[src/rtl/i2s_sample_tx.sv]
// ---------------------------------------------------------------------------
// i2s_sample_tx
//   Output stage of the effects chain. Takes processed mono samples (valid
//   strobe, no backpressure) and transmits them as a Philips-I2S stream with
//   this block acting as clock master. Every frame carries the same sample in
//   the left and right slots, MSB first, one BCLK after the LRCLK edge, with
//   zero padding to the end of the slot.
//
// Parameters
//   sample_width  bits per sample (two's complement)
//   slot_width    BCLK periods per channel slot, >= sample_width+1
//   bclk_div      clk cycles per BCLK half-period, >= 1
//
// Ports
//   clk          system clock
//   rst          asynchronous reset, active-high
//   valid        1-clk strobe, in_sample carries a new sample
//   in_sample    sample to transmit
//   ou_bclk      I2S bit clock
//   ou_lrclk     I2S word select (0 = left slot, 1 = right slot)
//   ou_sdata     I2S serial data, changes on the BCLK falling edge
//   ou_frame     1-clk pulse after a new frame has been loaded
//   ou_underrun  1-clk pulse: frame loaded without a fresh sample (repeat)
//   ou_overrun   1-clk pulse: valid arrived while a sample was still pending
// ---------------------------------------------------------------------------
module i2s_sample_tx #(
    parameter int sample_width = 16,
    parameter int slot_width   = 32,
    parameter int bclk_div     = 4
) (
    input  logic                    clk,
    input  logic                    rst,
    input  logic                    valid,
    input  logic [sample_width-1:0] in_sample,
    output logic                    ou_bclk,
    output logic                    ou_lrclk,
    output logic                    ou_sdata,
    output logic                    ou_frame,
    output logic                    ou_underrun,
    output logic                    ou_overrun
);

    localparam int frame_bits = 2 * slot_width;
    localparam int idx_w      = $clog2(frame_bits);
    localparam int pos_w      = $clog2(slot_width);
    localparam int slot_pad   = 1 << pos_w;
    localparam int div_w      = (bclk_div > 1) ? $clog2(bclk_div) : 1;

    localparam logic [div_w-1:0] div_last = div_w'(bclk_div - 1);
    localparam logic [idx_w-1:0] idx_last = idx_w'(frame_bits - 1);
    localparam logic [idx_w-1:0] slot_len = idx_w'(slot_width);

    // State
    logic [div_w-1:0]        div_cnt_reg;
    logic                    bclk_reg;
    logic [idx_w-1:0]        bit_idx_reg;
    logic                    lrclk_reg;
    logic                    sdata_reg;
    logic [sample_width-1:0] shift_reg;
    logic [sample_width-1:0] holding_reg;
    logic                    pending_reg;
    logic                    frame_reg;
    logic                    underrun_reg;
    logic                    overrun_reg;

    // Next-state helpers
    logic             div_wrap;
    logic             fe;
    logic             load;
    logic [idx_w-1:0] bit_idx_next;
    logic             lrclk_next;
    logic [pos_w-1:0] pos_next;

    // Wire image of one slot, indexed by slot position p: p=0 is the I2S
    // one-bit delay, p=1..sample_width carry the sample MSB first, the rest
    // is padding. Built from the frame register so both slots are identical.
    logic [slot_pad-1:0] slot_bits;

    for (genvar gi = 0; gi < slot_pad; gi++) begin : g_slot_bits
        if (gi >= 1 && gi <= sample_width) begin : g_data
            assign slot_bits[gi] = shift_reg[sample_width-gi];
        end else begin : g_pad
            assign slot_bits[gi] = 1'b0;
        end
    end

    always_comb begin
        div_wrap     = (div_cnt_reg == div_last);
        fe           = div_wrap && bclk_reg;
        load         = fe && (bit_idx_reg == idx_last);
        bit_idx_next = bit_idx_reg;
        if (fe) begin
            bit_idx_next = load ? '0 : bit_idx_reg + 1'b1;
        end
        lrclk_next = (bit_idx_next >= slot_len);
        pos_next   = pos_w'(lrclk_next ? bit_idx_next - slot_len : bit_idx_next);
    end

    always_ff @(posedge clk or posedge rst) begin
        if (rst) begin
            div_cnt_reg  <= '0;
            bclk_reg     <= 1'b0;
            bit_idx_reg  <= '0;
            lrclk_reg    <= 1'b0;
            sdata_reg    <= 1'b0;
            shift_reg    <= '0;
            holding_reg  <= '0;
            pending_reg  <= 1'b0;
            frame_reg    <= 1'b0;
            underrun_reg <= 1'b0;
            overrun_reg  <= 1'b0;
        end else begin
            div_cnt_reg <= div_wrap ? '0 : div_cnt_reg + 1'b1;
            if (div_wrap) begin
                bclk_reg <= ~bclk_reg;
            end

            // LRCLK and SDATA move together with BCLK falling, so the
            // receiver samples stable data on the next rising edge.
            if (fe) begin
                bit_idx_reg <= bit_idx_next;
                lrclk_reg   <= lrclk_next;
                sdata_reg   <= slot_bits[pos_next];
            end

            frame_reg    <= load;
            underrun_reg <= load && !valid && !pending_reg;
            // A strobe on top of a pending sample drops that sample, also
            // when the strobe lands in the load cycle and bypasses it.
            overrun_reg  <= valid && pending_reg;

            if (load) begin
                // holding always mirrors the last sample put on the wire, so
                // an underrun repeats exactly what was sent before.
                if (valid) begin
                    shift_reg   <= in_sample;
                    holding_reg <= in_sample;
                end else begin
                    shift_reg <= holding_reg;
                end
                pending_reg <= 1'b0;
            end else if (valid) begin
                holding_reg <= in_sample;
                pending_reg <= 1'b1;
            end
        end
    end

    assign ou_bclk     = bclk_reg;
    assign ou_lrclk    = lrclk_reg;
    assign ou_sdata    = sdata_reg;
    assign ou_frame    = frame_reg;
    assign ou_underrun = underrun_reg;
    assign ou_overrun  = overrun_reg;

endmodule
[config.mk]
export PLATFORM = sky130hd
export DESIGN_NAME = i2s_sample_tx
export DESIGN_NICKNAME = d
export VERILOG_FILES = /design/src/rtl/i2s_sample_tx.sv
export SDC_FILE = /design/constraint.sdc
export NUM_CORES = 1
export LEC_CHECK = 0
export CORE_MARGIN = 2
export CORE_UTILIZATION = 30
export DETAILED_ROUTE_END_ITERATION = 6
export GPL_TIMING_DRIVEN = 0
export SLEW_MARGIN = 25
export SYNTH_ARGS = -nofsm -noshare
export SYNTH_HDL_FRONTEND = slang
export SYNTH_SLANG_ARGS = --single-unit
export TNS_END_PERCENT = 1
[constraint.sdc]
create_clock -name clk -period 3.1 [get_ports clk]
set_input_delay 0.62 -clock clk [delete_from_list [all_inputs] [get_ports clk]]
set_output_delay 0.62 -clock clk [all_outputs]
set_load 0.005 [all_outputs]
==> flow_summary.toml <==
[clocking]
clk_path_buf_depth = 2
postCtsSetupBuffers = 0
htree_levels = 2
cts.repair.resized = 0
cts_tree = "yes"
cts_hold_buf = 0
path_clk_slew_ns = 0.08
cts_num_sinks = 47
root_buffer = "clkbuf_8"
cts_made_buffers = 5
clk_latency_ns = 0.30

[floorplan]
floorplan.initialDensity_pct = 31.5
ios = 25
die-area_um2 = 8410
rows = 31
core-area_um2 = 7330
die_w_um = 91.7
die_h_um = 91.7

[route]
vias_per_cell = 4.70
vias = 1486
first_pass_iters = 4
wl_met2_um = 1920
met1_length_um = 2020
finalWirelength_um = 4180
top_layer = "met4"
drtIter0Drc = 113
drc_errors = 0
wl_per_cell_um = 13.2
dr_wl_met3_um = 174
drtAntennaViolNets = 0

[setup_path]
worst_ep_required_time_ns = 3.34
setup.worst_path.end_class = "flip-flop"
slowest_stage = "a311oi_1"
crit_type = "flip-flop to flip-flop"
cpPeakStageDelay_ns = 0.54
crit_path_start_kind = "flip-flop"
crit_fanout = 5
crit_chain = "ha_1, and3_2, a311oi_1, a21o_1, mux2_2, o22ai_1, o31a_1"
crit_arrival_ns = 2.67

[sta]
relSlewSlack_pct = 60.7
fin_crit_sh_pct = 78.5
final.setup_skew_ns = 0.0164
period_minus_slack_ns = 2.43
hold_violations = 0
tightest_slew_ns = 0.585
tns_ns = 0
setup_violations = 0
rsz0062_at_grt = "no"
clock.fmax_ghz = 0.411
drv_slew = 0

[synth]
ys_top_cells_by_area = "dfrtp_1 51%, mux2_2 17%, mux2i_1 4.3%"
async_reset_ff_share_pct = 100
ys_seq_elements = 47
synth_fa_ha_area_share_pct = 1.08
ys_warn_count = 0
synth_edf_count = 0
synth_cells = 185
yosysTopAreaCell = "dfrtp_1"
ys_seq_area_share_pct = 51.0
synth_compound_area_share_pct = 8.46
synth_fp_nets = 206
synth_top_family_by_area = "multiplexers"
synthSimpleGateAreaFrac_pct = 8.73
synth_top_area_share_pct = 51.0
synthXorXnorAreaFrac_pct = 1.90
avgSynthCellArea_um2 = 12.5
ys.flop_type = "dfrtp_1"
synth_mux_area_share_pct = 23.0
yosysUniqueCellTypes = 41
synth_area_um2 = 2310

[run]
cap_violations = 0

[placed_design]
io_buffer_count = 23
dp.cells = 308
place_hpwl_um = 3050
place.gp.congestion = 0.800

[cells_and_area]
area_delta_synth_final_pct = 22.0
fin_cells = 316
final_common_cell = "dfrtp_1"
finalNetCount = 237
drive_gt1_share_pct = 28.6
diodes = 0
layout_common_cells = "47 x dfrtp_1, 35 x mux2_2, 23 x clkdlybuf4s50_1, 10 x mux2i_1"

[pwr]
vdd_drop_max_mv = 0.180
p_leak_nw = 1.26
p_per_area_nw_per_um2 = 437

[hold_path]
hold_class = "flip-flop to flip-flop"

[outcome]
status = "complete, no violations"

[grt]
grt_pass1_vias = 1469
grt_max_degree = 27
antenna_found_initial = 0
grt_pass1_wl_um = 7070
track_usage_pct = 10.5
overflow = 0
[metal layers]
layer | vias to the layer above | track usage (%)
met4 | 0 | 4.10
met3 | 5 | 2.63
met5 | - | 0
li1 | 729 | -
met2 | 27 | 16.6
met1 | 725 | 14.0
[synth_stat cells, drive strengths merged, types with 3 or more instances]
master,n
and3,4
buf,11
inv,4
nand3,7
a31oi,5
xor2,3
nand2,6
mux2i,11
clkbuf,3
nor3,4
nor2,7
a22oi,3
o21ai,6
mux2,36
a21oi,4
or3,3
dfrtp,47
[stage by stage]
| stage | total power, mW | hold slack (ns) | utilization, % | setup WS [ns] | instance area (um2) |
|---|---|---|---|---|---|
| 2_1_floorplan | 0.688 | 0.410 | - | 0.962 | 2310 |
| 3_3_place_gp | 0.720 | 0.420 | 36.3 | 0.410 | 2660 |
| 3_5_place_dp | 0.726 | 0.436 | 36.6 | 0.733 | 2680 |
| 4_1_cts | 1.25 | 0.449 | 38.4 | 0.725 | 2810 |
| 5_1_grt | 1.29 | 0.465 | 38.4 | 0.604 | 2810 |
| 6_report | 1.23 | 0.444 | 38.4 | 0.666 | 2810 |
[final timing paths]
kind                                                 start                        to  cells after the start  slack [ns]
min in group asynchronous                              rst  holding_reg[4]$_DFF_PP0_                      2        0.65
worst min register to register    div_cnt_reg[0]$_DFF_PP0_  div_cnt_reg[0]$_DFF_PP0_                      1        0.44
worst min-delay path              div_cnt_reg[0]$_DFF_PP0_  div_cnt_reg[0]$_DFF_PP0_                      1        0.44
worst max register to register  bit_idx_reg[0]$_DFFE_PP0N_      ou_sdata$_DFFE_PP0N_                      7        0.67
worst max-delay path            bit_idx_reg[0]$_DFFE_PP0N_      ou_sdata$_DFFE_PP0N_                      7        0.67
max in group asynchronous                              rst  holding_reg[6]$_DFF_PP0_                      3        1.94
[worst max-delay path: cells and delay by family (launching register included)]
| family | cells | cell delay [ns] |
|---|---|---|
| muxes | 1 | 0.35 |
| AOI/OAI and AO/OA | 4 | 1.06 |
| and+or+nand+nor | 1 | 0.26 |
| adders and majority gates | 1 | 0.27 |
| DFF | 1 | 0.45 |
[area by class of cell]
| type | instances | area (um2) |
|---|---|---|
| inverter | 4 | 15.0 |
| clock buffer | 6 | 72.6 |
| tap | 99 | 124 |
| multi-input combinational | 120 | 997 |
| sequential | 47 | 1180 |
| buffer | 14 | 119 |
| timing repair buffer | 24 | 250 |
| fill | 713 | 4520 |
| clock inverter | 2 | 60.1 |
[power by group]
group	internal, mW	leakage [nW]	switching (mW)
Sequential	0.634	0.598	0.00475
Combinational	0.0420	0.593	0.0295
Clock	0.322	0.0654	0.199
Total	0.998	1.26	0.233
[logic make-up (layout without fill, tap and decap cells)]
family                   count (synthesis)  after routing
multiplexers                            47             47
XOR/XNOR                                 5              5
adder cells (fa/ha/maj)                  2              2
AO/OA/AOI/OAI                           28             28
flip-flops                              47             47
buffers and inverters                   18             50
AND/OR/NAND/NOR                         38             38
Power figures use the tool's default switching activity.
